File: src/rtl/load_store_unit.sv
// Load/store unit: accepts one core memory request at a time, formats it for a
// word-addressed memory bus, waits for ack (bounded by TIMEOUT) and returns results.
module load_store_unit #(
    parameter int TIMEOUT = 64
) (
    input  logic        clk,
    input  logic        reset,
    input  logic        i_valid,
    input  logic        i_is_load,
    input  logic        i_is_store,
    input  logic [2:0]  i_funct3,
    input  logic [31:0] i_addr,
    input  logic [31:0] i_wdata,
    output logic        o_busy,
    output logic        o_rdata_valid,
    output logic [31:0] o_rdata,
    output logic        o_store_done,
    output logic        o_fault,
    output logic [1:0]  o_fault_code,
    output logic        o_mem_req,
    output logic        o_mem_we,
    output logic [31:0] o_mem_addr,
    output logic [31:0] o_mem_wdata,
    output logic [3:0]  o_mem_be,
    input  logic        i_mem_ack,
    input  logic [31:0] i_mem_rdata
);
    localparam int CW = $clog2(TIMEOUT) + 1;

    typedef enum logic {IDLE = 1'b0, WAIT = 1'b1} state_t;

    state_t        state;
    logic [CW-1:0] wait_cnt;
    logic          is_load_q;
    logic [2:0]    funct3_q;
    logic [1:0]    offset_q;

    logic          type_ok;
    logic          funct3_ok;
    logic          aligned;
    logic [3:0]    be_fmt;
    logic [31:0]   wdata_fmt;
    logic [31:0]   shifted;
    logic [31:0]   load_val;

    assign o_busy = (state == WAIT);

    // Request decode: legality, alignment and bus formatting of the incoming access.
    always_comb begin
        type_ok = i_is_load ^ i_is_store;
        if (i_is_load)
            funct3_ok = (i_funct3 != 3'b011) && (i_funct3[2:1] != 2'b11);
        else
            funct3_ok = !i_funct3[2] && (i_funct3[1:0] != 2'b11);
        case (i_funct3[1:0])
            2'b00: begin
                aligned   = 1'b1;
                be_fmt    = 4'b0001 << i_addr[1:0];
                wdata_fmt = {4{i_wdata[7:0]}};
            end
            2'b01: begin
                aligned   = !i_addr[0];
                be_fmt    = 4'b0011 << i_addr[1:0];
                wdata_fmt = {2{i_wdata[15:0]}};
            end
            default: begin
                aligned   = (i_addr[1:0] == 2'b00);
                be_fmt    = 4'b1111;
                wdata_fmt = i_wdata;
            end
        endcase
    end

    // Extract the addressed lane from the returned word and extend it.
    always_comb begin
        shifted = i_mem_rdata >> {offset_q, 3'b000};
        case (funct3_q[1:0])
            2'b00:   load_val = {{24{~funct3_q[2] & shifted[7]}}, shifted[7:0]};
            2'b01:   load_val = {{16{~funct3_q[2] & shifted[15]}}, shifted[15:0]};
            default: load_val = shifted;
        endcase
    end

    always_ff @(posedge clk or posedge reset) begin
        if (reset) begin
            state         <= IDLE;
            wait_cnt      <= '0;
            is_load_q     <= 1'b0;
            funct3_q      <= 3'b000;
            offset_q      <= 2'b00;
            o_mem_req     <= 1'b0;
            o_mem_we      <= 1'b0;
            o_mem_addr    <= '0;
            o_mem_wdata   <= '0;
            o_mem_be      <= 4'b0000;
            o_rdata       <= '0;
            o_rdata_valid <= 1'b0;
            o_store_done  <= 1'b0;
            o_fault       <= 1'b0;
            o_fault_code  <= 2'b00;
        end else begin
            o_rdata_valid <= 1'b0;
            o_store_done  <= 1'b0;
            o_fault       <= 1'b0;
            case (state)
                IDLE: begin
                    if (i_valid) begin
                        if (!(type_ok && funct3_ok)) begin
                            o_fault      <= 1'b1;
                            o_fault_code <= 2'b11;
                        end else if (!aligned) begin
                            o_fault      <= 1'b1;
                            o_fault_code <= 2'b01;
                        end else begin
                            state       <= WAIT;
                            wait_cnt    <= '0;
                            is_load_q   <= i_is_load;
                            funct3_q    <= i_funct3;
                            offset_q    <= i_addr[1:0];
                            o_mem_req   <= 1'b1;
                            o_mem_we    <= i_is_store;
                            o_mem_addr  <= {i_addr[31:2], 2'b00};
                            o_mem_be    <= be_fmt;
                            o_mem_wdata <= i_is_store ? wdata_fmt : 32'h0;
                        end
                    end
                end
                WAIT: begin
                    // Ack wins over a simultaneous timeout.
                    if (i_mem_ack) begin
                        state     <= IDLE;
                        o_mem_req <= 1'b0;
                        o_mem_we  <= 1'b0;
                        if (is_load_q) begin
                            o_rdata       <= load_val;
                            o_rdata_valid <= 1'b1;
                        end else begin
                            o_store_done <= 1'b1;
                        end
                    end else if (wait_cnt == CW'(TIMEOUT - 1)) begin
                        state        <= IDLE;
                        o_mem_req    <= 1'b0;
                        o_mem_we     <= 1'b0;
                        o_fault      <= 1'b1;
                        o_fault_code <= 2'b10;
                    end else begin
                        wait_cnt <= wait_cnt + 1'b1;
                    end
                end
                default: state <= IDLE;
            endcase
        end
    end
endmodule
File: config.mk
export PLATFORM = sky130hd
export DESIGN_NAME = load_store_unit
export DESIGN_NICKNAME = d
export VERILOG_FILES = /design/src/rtl/load_store_unit.sv
export SDC_FILE = /design/constraint.sdc
export NUM_CORES = 1
export LEC_CHECK = 0
export BUFFER_PORTS_ARGS = -buffer_cell sky130_fd_sc_hd__buf_2
export CAP_MARGIN = 20
export CORE_UTILIZATION = 30
export DETAILED_ROUTE_END_ITERATION = 10
export HOLD_SLACK_MARGIN = 0.03
export PLACE_DENSITY = 0.59
export REMOVE_ABC_BUFFERS = 1
export SKIP_LAST_GASP = 1
export SLEW_MARGIN = 20
export SYNTH_ARGS = -nofsm -noshare
export SYNTH_HDL_FRONTEND = slang
export SYNTH_SLANG_ARGS = --single-unit
File: constraint.sdc
create_clock -name clk -period 4.46 [get_ports clk]
set_input_delay 0.223 -clock clk [delete_from_list [all_inputs] [get_ports clk]]
set_output_delay 0.223 -clock clk [all_outputs]
set_load 0.02 [all_outputs]
## Word level (Yosys, flattened, before mapping)

Cells that the tools add are included.

| storage, ports and cells | value |
|---|---|
| register bits | 119 |
| input port bits | 105 |
| output and inout bits | 108 |
| word-level logic and storage cells | 97 |

| operators by class | value |
|---|---|
| $add $sub $neg | 1 |
| equal/unequal tests | 14 |
| shift operators | 3 |
| multiplexer cells | 46 |
| bitwise operators | 5 |
| reductions and logical operators | 13 |

Operator list:

| operator | count |
|---|---|
| $pmux W32 S2 | 2 |
| $mux W7 | 5 |
| $mux W32 | 1 |
| $shr A32 B5 Y32 | 1 |
| $mux W1 | 25 |
| $ne A2 B2 Y1 const B | 7 |
| $pmux W7 S2 | 1 |
| $reduce_and A4 Y1 | 3 |
| $mux W2 | 5 |
| $pmux W1 S2 | 5 |
| $pmux W4 S2 | 1 |
| $add A7 B1 Y7 const B | 1 |
| $eq A7 B6 Y1 const B | 1 |
| $logic_not A2 Y1 | 3 |
| $ne A3 B2 Y1 const B | 2 |
| $reduce_and A5 Y1 | 1 |
| $eq A2 B1 Y1 const B | 2 |
| $pmux W2 S2 | 1 |
| $shl A1 B2 Y4 const A | 1 |
| $shl A2 B2 Y4 const A | 1 |
| $logic_and A1 B1 Y1 | 3 |
| $ne A3 B3 Y1 const B | 1 |
| $reduce_and A3 Y1 | 1 |
| $and A1 B1 Y1 | 2 |
| 4 further kinds | 6 |

## Longest topological paths before layout

Gate-level depths: netlist (run 1).

| logic depth | value |
|---|---|
| word-level depth | 7 |
| depth in mapped cells | 8 |
| mapped depth without buffers | 5 |

## Worst setup path before layout (run 1)

Ideal clock, no wire load.

| path | value |
|---|---|
| path kind | reg-to-reg |
| start | reg state (netlist: o_busy) |
| end | reg funct3_q[1] |
| arrival time | 1.884 ns |
| data required time | 4.332 ns |
| setup slack | 2.448 ns |
| cell stages (with the launch flop) | 8 |
| cell sequence | dfrtp_1 clkbuf_1 nand2b_1 a221o_1 nor2_2 buf_6 buf_6 mux2_1 |

| on the way | value |
|---|---|
| longest elaborated chain between the ends | 2 |

Ends and longest elaborated chain:

| element | RTL line | text |
|---|---|---|
| start, declared | 32 | `state_t state;` |
| start signal, assigned | 86 | `state <= IDLE;` |
| start signal, assigned | 115 | `state <= WAIT;` |
| start signal, assigned | 131 | `state <= IDLE;` |
| $not A1 Y1 (no source line) | n/a |  |
| $reduce_and A4 Y1 (no source line) | n/a |  |
| end signal, assigned | 118 | `funct3_q <= i_funct3;` |
| end, declared | 35 | `logic [2:0] funct3_q;` |

No other way between the ends.
A chain may end at the register's enable or synchronous reset.

## Worst setup path in the final report (run 1)

| path | value |
|---|---|
| start | reg offset_q[1] |
| end | reg o_rdata[28] |

| on the way | value |
|---|---|
| longest elaborated chain between the ends | 3 |
| elaborated cells between the ends (all ways) | 4 |
| those cells by class | 1 x shift; 1 x mux; 2 x bitwise |

Ends and longest elaborated chain:

| element | RTL line | text |
|---|---|---|
| start, declared | 36 | `logic [1:0] offset_q;` |
| start signal, assigned | 119 | `offset_q <= i_addr[1:0];` |
| $shr A32 B5 Y32 (*) | 76 | `shifted = i_mem_rdata >> {offset_q, 3'b000};` |
| $and A1 B1 Y1 (on tied branches) | 79, 78 |  |
| $pmux W32 S2 (*) | 77 | `case (funct3_q[1:0])` |
| end signal, assigned | 135 | `o_rdata <= load_val;` |
| end, declared | 16 | `output logic [31:0] o_rdata,` |

Mark *: on every way between the ends. The rest lies on a longest branch, timed or not.

==> results.yml, run 1 <==
outcome:
  outcome: "finished clean"
die:
  die_y_um: 140
  rows: 50
  coreArea_mm2: 0.0187
  initial_core_util: 0.306
  ios: 213
  die_area_mm2: 0.0197
  die_width_um: 140
synthesis:
  netlist.area_leader.share: 0.520
  async_reset_ff_frac: 1.00
  ys_types: 45
  yosys_register_bits: 119
  synth_compound_area_frac: 0.0850
  synth_top_family_by_area: "multiplexers"
  syn_area_mm2: 0.00573
  synth_common_cells: "119 x dfrtp_1, 52 x mux2_1, 43 x nor2_1"
  synth.largest_area_cell: "dfrtp_1"
  synthCells: 507
  yosys.area_share.simple: 0.111
  synth_warnings: 0
  synth-adder-area-share: 0.00218
  synth_most_common_cell: "dfrtp_1"
  yosys-top-cells-area: "dfrtp_1 52%, mux2_1 10%, mux2_2 7.1%"
  ys_seq_area_frac: 0.520
  synthXorXnorAreaFrac: 0
  syn_area_per_cell_um2: 11.3
  synth_edf_count: 0
  muxShareOfSynthArea: 0.238
  ys.flop_type: "dfrtp_1"
global_route:
  track_usage: 0.164
  grt_overflow: 0
  antenna_found_initial: 0
  grt_max_degree: 55
  grt_pass1_vias: 4827
  grt_pass1_wl_um: 25100
sta:
  maxSlewViolCount: 0
  setup-violations-final: 0
  fmax_mhz: 375
  final_hold_viol_count: 0
  fin_setup_tns_ns: 0
  tightestPinTransition_ns: 1.05
  slew_headroom: 0.299
  skew_ns: 0.00859
  timing.final.crit_period_ns: 2.66
  rsz0062_at_grt: "no"
  timing.final.crit_share: 0.597
placement:
  place.gp.congestion: 0.767
  io_buffers: 210
  dp_hpwl_um: 10600
  postPlaceCellArea_mm2: 0.00694
critical_path:
  r2r-end: "o_rdata[28]$_DFFE_PP0P_"
  cp-start-kind: "flip-flop"
  crit_fanout: 28
  worstSetupPathType: "reg -> reg"
  worst_setup_path_end_kind: "flip-flop"
  cp_data_arrival_time_ns: 3.01
  setup.worst_path.start: "offset_q[1]$_DFFE_PP0P_"
  r2r-start: "offset_q[1]$_DFFE_PP0P_"
  cp.required_ns: 4.80
  r2r.worst_path.cells: 3
  r2r_setup_slack_ns: 1.80
  critPathCapture: "o_rdata[28]$_DFFE_PP0P_"
finish:
  syn_to_final_growth_pct: 37.4
  diodes: 0
  fin_area_mm2: 0.00787
  layout-drive-gt1-share: 0.379
  fin_nets: 845
routing:
  routedWlPerCell_um: 15.8
  vias: 4752
  dr.pass1.iters: 5
  drt-vias-per-instance: 4.82
  ant_nets: 0
  wirelength_um: 15600
  drc_errors: 0
  first_iter_violations: 99
pwr:
  ir_worst_vdd_mv: 0.271
  p_leak_nw: 3.92
  p_per_area_mw_per_mm2: 587
clocking:
  cts_tree: "built"
  htree_levels: 4
  cts_root_buf: "clkbuf_16"
  path_clk_slew_ns: 0.05
  cts_buffer_depth: 2
  cts.sinks: 119
  cts_resized: 0
  cts-buffers-inserted: 17
  hold_buffers: 31
  post-cts-setup-buffers: 0
  clk_latency_ns: 0.41
run:
  drv_cap: 0
hold_path:
  hp-class: "in -> reg"
  worstHoldStart: "i_mem_rdata[25]"
## per-layer routing
layer / wire (um) / share of wire / GRT usage / vias up
met5: 0 / 0 / 0 / -
met3: 1120 / 0.072 / 0.0591 / 20
met4: 325 / 0.021 / 0.0654 / 0
met2: 7120 / 0.46 / 0.259 / 187
met1: 7020 / 0.45 / 0.205 / 2292
li1: - / - / - / 2253
## worst max-delay path, stage by stage, from the launching register on
cell	delay, ns
dfrtp_1	0.73
nor2b_1	0.67
nor3b_1	0.92
a221o_1	0.27
## placed cells by master (no fill, tap or decap), types with 3 or more instances in the layout
| master | netlist | routed |
|---|---|---|
| clkbuf_16 | 0 | 17 |
| clkbuf_1 | 15 | 3 |
| dlygate4sd3_1 | 0 | 31 |
| buf_4 | 5 | 4 |
| mux2_1 | 52 | 52 |
| nand2_1 | 39 | 39 |
| o21ai_0 | 20 | 20 |
| o22ai_1 | 6 | 6 |
| nor2b_1 | 11 | 11 |
| nor3_1 | 3 | 3 |
| a221o_1 | 9 | 9 |
| mux2i_1 | 35 | 35 |
| nand2b_1 | 6 | 6 |
| inv_1 | 12 | 11 |
| nor2_1 | 43 | 43 |
| nand3_1 | 17 | 17 |
| buf_2 | 4 | 210 |
| dfrtp_1 | 119 | 119 |
| mux2_2 | 36 | 36 |
| clkbuf_8 | 0 | 3 |
| bufinv_16 | 0 | 4 |
| and2_1 | 7 | 7 |
| o211ai_1 | 3 | 3 |
| a21oi_1 | 27 | 27 |
## kinds of logic after synthesis
group / after synthesis
AO/OA/AOI/OAI: 78
adder cells (fa/ha/maj): 1
buffers and inverters: 47
flip-flops: 119
multiplexers: 124
other: 1
AND/OR/NAND/NOR: 137
## worst min path at each step
stage / to / cells past startpoint
after floorplan: o_store_done$_DFF_PP0_ / 2
after detailed placement: o_mem_addr[11]$_DFFE_PP0P_ / 2
after global placement: o_mem_addr[11]$_DFFE_PP0P_ / 2
after global routing: o_rdata[25]$_DFFE_PP0P_ / 2
after CTS: o_rdata[25]$_DFFE_PP0P_ / 2
final: o_rdata[25]$_DFFE_PP0P_ / 2
## per-stage QoR
stage	utilization	hold WS [ns]	setup slack (ns)	total power (W)	cells
5_1_grt	0.421	0.0637	1.60	0.00488	985
3_3_place_gp	0.371	0.300	1.62	0.00314	923
2_1_floorplan	-	0.340	0.875	0.00258	474
6_report	0.421	0.0746	1.80	0.00462	985
4_1_cts	0.421	0.0518	1.83	0.00466	985
3_5_place_dp	0.371	0.297	1.56	0.00316	923
## registers in the layout, indices dropped and copies added (netlist names)
register / count
o_store_done: 1
o_fault: 1
o_rdata: 32
o_mem_be: 4
o_fault_code: 2
o_mem_wdata: 32
offset_q: 2
o_mem_addr: 30
funct3_q: 3
is_load_q: 1
wait_cnt: 7
o_busy: 1
o_rdata_valid: 1
o_mem_we: 1
o_mem_req: 1
## where the power goes
| group | internal [W] | switching [W] |
|---|---|---|
| logic | 0.000596 | 0.000884 |
| clock network | 0.000975 | 0.000489 |
| registers | 0.00144 | 0.000234 |
| total | 0.00301 | 0.00161 |
## cell type report
cell class,instances,area [um^2]
tap,234,293
clock buffer,23,478
multi-input combinational,342,2510
sequential,119,2980
clock inverter,8,145
inverter,13,51.3
timing repair buffer,246,1410
fill,1797,10800
(Power assumes the default switching activity.)
==> run 2, diff against run 1 <==
==> constraint.sdc (replaced) <==
create_clock -name clk -period 2.6 [get_ports clk]
set_input_delay 0.13 -clock clk [delete_from_list [all_inputs] [get_ports clk]]
set_output_delay 0.13 -clock clk [all_outputs]
set_load 0.02 [all_outputs]
==> run 2 against run 1 <==
Against the previous run:
- clock-buffer cell count rose by 1
- worst setup slack got worse by 1.4 ns
- register-to-register slack got worse by 1.4 ns
- clock power rose by 64%
- sequential power rose by 71%
- sequential share of layout area fell by 0.78 points
- power rose by 70%
- die area did not move
- clock skew rose by 0.0019 ns
==> results.yml, run 2 (synthesis gave the netlist of run 1 again) <==
sta:
  timing.final.crit_period_ns: 2.17
  holdWs_ns: 0.0767
  final_hold_viol_count: 0
  fmax_mhz: 461
  setup-violations-final: 0
  skew_ns: 0.0105
  timing.final.crit_share: 0.835
  tightestPinTransition_ns: 1.08
  fin_setup_tns_ns: 0
  rsz0062_at_grt: "no"
  maxSlewViolCount: 0
  slew_headroom: 0.281
pwr:
  p_per_area_mw_per_mm2: 976
  ir_worst_vdd_mv: 0.445
  p_leak_nw: 4.00
  power_w: 0.00784
finish:
  layout_commonest_cell: "buf_2"
  fillers: 1829
  layout-drive-gt1-share: 0.380
  reg_top3: "o_mem_wdata (32), o_rdata (32), o_mem_addr (30)"
  syn_to_final_growth_pct: 40.3
  stdcell_count: 1006
  final_core_utilization: 0.430
  layout_common_cells: "210 x buf_2, 119 x dfrtp_1, 52 x mux2_1"
  fin_nets: 864
routing:
  vias: 4810
  routedWlPerCell_um: 15.6
  dr.pass1.iters: 4
  drt-vias-per-instance: 4.78
  wirelength_um: 15700
  drc_errors: 0
  first_iter_violations: 179
  ant_nets: 0
die:
  ios: 213
  initial_core_util: 0.306
  coreArea_mm2: 0.0187
  die_area_mm2: 0.0197
  die_y_um: 140
  die_width_um: 140
  rows: 50
critical_path:
  cp-start-kind: "flip-flop"
  cp.required_ns: 2.91
  cp_data_arrival_time_ns: 2.48
  worst_setup_path_end_kind: "flip-flop"
  worstSetupPathType: "reg -> reg"
  crit_fanout: 9
placement:
  io_buffers: 210
  dp_cells: 932
  place.gp.congestion: 0.792
  dp_hpwl_um: 10800
clocking:
  cts_buffer_depth: 2
  cts_resized: 0
  htree_levels: 4
  cts-buffers-inserted: 17
  clk_latency_ns: 0.41
  post-cts-setup-buffers: 0
  cts_tree: "built"
  cts.sinks: 119
  path_clk_slew_ns: 0.06
  cts_root_buf: "clkbuf_16"
  hold_buffers: 41
global_route:
  grt_pass1_vias: 4922
  antenna_found_initial: 1
  grt_max_degree: 52
  grt_overflow: 0
  grt_pass1_wl_um: 25300
  track_usage: 0.166
outcome:
  outcome: "finished clean"
run:
  drv_cap: 0
hold_path:
  hp-class: "in -> reg"
## run 2: power by group
group | internal (W) | switching [W] | leakage, nW
Clock | 0.00156 | 0.000836 | 0.288
Sequential | 0.00247 | 0.000378 | 1.50
Combinational | 0.00106 | 0.00155 | 2.21
Total | 0.00508 | 0.00276 | 4.00
## run 2: path summary, 6_finish.rpt
check,startpoint,end,slack (ns),depth (start not counted)
max,offset_q[0]$_DFFE_PP0P_,o_rdata[23]$_DFFE_PP0P_,0.43,5
min in group asynchronous,reset,o_mem_addr[25]$_DFFE_PP0P_,0.37,3
min,i_wdata[28],o_mem_wdata[28]$_DFFE_PP0P_,0.08,4
max in group asynchronous,reset,o_fault_code[0]$_DFFE_PP0P_,1.38,4
min reg2reg,o_rdata[1]$_DFFE_PP0P_,o_rdata[1]$_DFFE_PP0P_,0.47,2
max reg2reg,offset_q[0]$_DFFE_PP0P_,o_rdata[23]$_DFFE_PP0P_,0.43,5
## run 2: layout make-up
cell class                 count  area, um^2  share of cell area
clock inverter                 8         121              0.0151
antenna                        1        2.50            0.000311
timing repair buffer         265        1600               0.200
tap                          234         293              0.0364
inverter                      13        51.3             0.00638
clock buffer                  24         472              0.0587
sequential                   119        2980               0.371
multi-input combinational    342        2510               0.313
## run 2: stage by stage
stage	setup slack [ns]	instance area, um^2
CTS	0.414	8030
global placement	0.458	7030
finish	0.430	8040
detailed placement	0.434	7030
global route	0.355	8030
floorplan	-0.985	5540
## run 2: worst max-delay path: stages (launching register included)
cell and delay (ns):
dfrtp_1 0.45, buf_4 0.21, nand2b_1 0.14, mux4_2 0.48, or4_1 0.66, o311ai_1 0.13
## run 2: layer usage
metal | share of wire | up-vias | GRT usage
met5 | 0 | - | 0
met4 | 0.012 | 0 | 0.0538
met3 | 0.082 | 16 | 0.0595
met2 | 0.46 | 183 | 0.268
met1 | 0.44 | 2333 | 0.208
li1 | - | 2278 | -
==> run 3, diff against run 2 <==
==> constraint.sdc (replaced) <==
create_clock -name clk -period 2 [get_ports clk]
set_input_delay 0.1 -clock clk [delete_from_list [all_inputs] [get_ports clk]]
set_output_delay 0.1 -clock clk [all_outputs]
set_load 0.02 [all_outputs]
==> run 3 against run 2 <==
Against the previous run:
- critical endpoint is now o_rdata[17]$_DFFE_PP0P_
- largest power group unchanged
- global-route usage down 0.13 points
- worst setup slack worse by 0.35 ns
- register-to-register slack worse by 0.35 ns
- die area unchanged
==> results.yml, run 3 (synthesis gave the netlist of run 1 again) <==
routing:
  dr.pass1.iters: 5
  first_iter_violations: 206
  wl_met2_um: 7550
  routedWlPerCell_um: 15.6
  wirelength_um: 15800
  top_layer_used: "met5"
  vias: 4845
  wl_met3_um: 1190
  met1_length_um: 6860
  ant_nets: 0
  drt-vias-per-instance: 4.77
  drc_errors: 0
critical_path:
  cpPeakStageDelay_ns: 0.51
  path_cells: "mux2i_1 > mux4_2 > or4_1 > buf_4 > nand3_1"
  cp.required_ns: 2.34
  r2r.worst_path.cells: 5
  cp-start-kind: "flip-flop"
  crit_fanout: 7
  r2r-end: "o_rdata[17]$_DFFE_PP0P_"
  worst_setup_path_end_kind: "flip-flop"
  cp_data_arrival_time_ns: 2.26
  r2r-start: "offset_q[0]$_DFFE_PP0P_"
  r2r_setup_slack_ns: 0.08
  worstSetupPathType: "reg -> reg"
  crit_path_top_delay_cell: "or4_1"
sta:
  final_hold_viol_count: 0
  timing.final.crit_period_ns: 1.92
  tightestPinTransition_ns: 0.650
  fmax_mhz: 522
  slew_headroom: 0.566
  holdWs_ns: 0.0556
  timing.final.crit_share: 0.959
  rsz0062_at_grt: "no"
  setup-violations-final: 0
  skew_ns: 0.00643
  maxSlewViolCount: 0
die:
  rows: 50
  coreArea_mm2: 0.0187
  die_area_mm2: 0.0197
  die_width_um: 140
  ios: 213
  die_y_um: 140
  initial_core_util: 0.306
clocking:
  path_clk_slew_ns: 0.05
  clk_latency_ns: 0.41
  cts_root_buf: "clkbuf_16"
  cts.sinks: 119
  cts_buffer_depth: 2
  cts-buffers-inserted: 17
  cts_tree: "built"
  htree_levels: 4
run:
  drv_cap: 0
placement:
  dp_hpwl_um: 11100
  io_buffers: 210
  place.gp.congestion: 0.813
finish:
  layout_commonest_cell: "buf_2"
  fin_nets: 875
  final_core_utilization: 0.436
  fillers: 1785
  layout_common_cells: "210 x buf_2, 118 x dfrtp_1, 52 x mux2_1"
  seq_area_mm2: 0.00298
  syn_to_final_growth_pct: 42.2
  reg_top3: "o_mem_wdata (32), o_rdata (32), o_mem_addr (30)"
  diodes: 0
  layout-drive-gt1-share: 0.396
  multiInputGateArea_mm2: 0.00252
global_route:
  grt_pass1_wl_um: 25300
  grt_overflow: 0
  grt_max_degree: 43
  grt_pass1_vias: 4890
  antenna_found_initial: 1
  track_usage: 0.165
pwr:
  p_per_area_mw_per_mm2: 1260
  p_leak_nw: 4.07
  ir_worst_vdd_mv: 0.632
hold_path:
  worstHoldStart: "i_wdata[30]"
  whs_path_depth: 4
  hp-class: "in -> reg"
  min_to: "o_mem_wdata[30]$_DFFE_PP0P_"
outcome:
  outcome: "finished clean"
run 3: critical path, delay by kind of cell, from the launching register on:
kind / cells / cell delay, ns
multiplexers: 2 / 0.63
flip-flops: 1 / 0.45
AND/OR/NAND/NOR: 2 / 0.58
buffers and inverters: 1 / 0.19
run 3: area by class of cell:
type	instances	share of cell area
repair buffers	276	0.209
multi-input cells	342	0.309
inverters	13	0.00630
flip-flops and latches	119	0.366
well taps	234	0.0359
clock buffers	22	0.0594
clock inverters	9	0.0150
run 3: worst max-delay path by stage:
stage	startpoint	endpoint
2_1_floorplan	o_busy$_DFF_PP0_	o_mem_wdata[10]$_DFFE_PP0P_
3_3_place_gp	offset_q[0]$_DFFE_PP0P_	o_rdata[22]$_DFFE_PP0P_
3_5_place_dp	offset_q[0]$_DFFE_PP0P_	o_rdata[17]$_DFFE_PP0P_
4_1_cts	offset_q[0]$_DFFE_PP0P_	o_rdata[17]$_DFFE_PP0P_
5_1_grt	offset_q[0]$_DFFE_PP0P_	o_rdata[17]$_DFFE_PP0P_
6_report	offset_q[0]$_DFFE_PP0P_	o_rdata[17]$_DFFE_PP0P_
run 3: metrics by stage:
stage	area [um^2]	std cells	total power, W	worst slack [ns]	TNS (ns)
global placement	7120	943	0.00707	0.110	0
global route	8150	1015	0.0109	0.0113	0
floorplan	5540	474	0.00576	-1.58	-273.65
finish	8150	1015	0.0103	0.0828	0
CTS	8140	1015	0.0104	0.0587	0
detailed placement	7120	943	0.00712	0.0722	0
run 3: timing repair:
action,CTS,global route
setup buffers,0,0
endpoints found under the hold margin,139,0
hold buffers,41,0
resized for setup,0,2
setup endpoints to repair,0,13
run 3: routing by layer:
layer / vias up / track usage
met1: 2348 / 0.197
met3: 15 / 0.0636
met2: 173 / 0.276
met5: - / 0
met4: 2 / 0.0468
li1: 2307 / -
run 3: power breakdown:
group | switching, W | internal, W
logic | 0.00205 | 0.00140
clock network | 0.00106 | 0.00207
registers | 0.000477 | 0.00322
total | 0.00359 | 0.00669
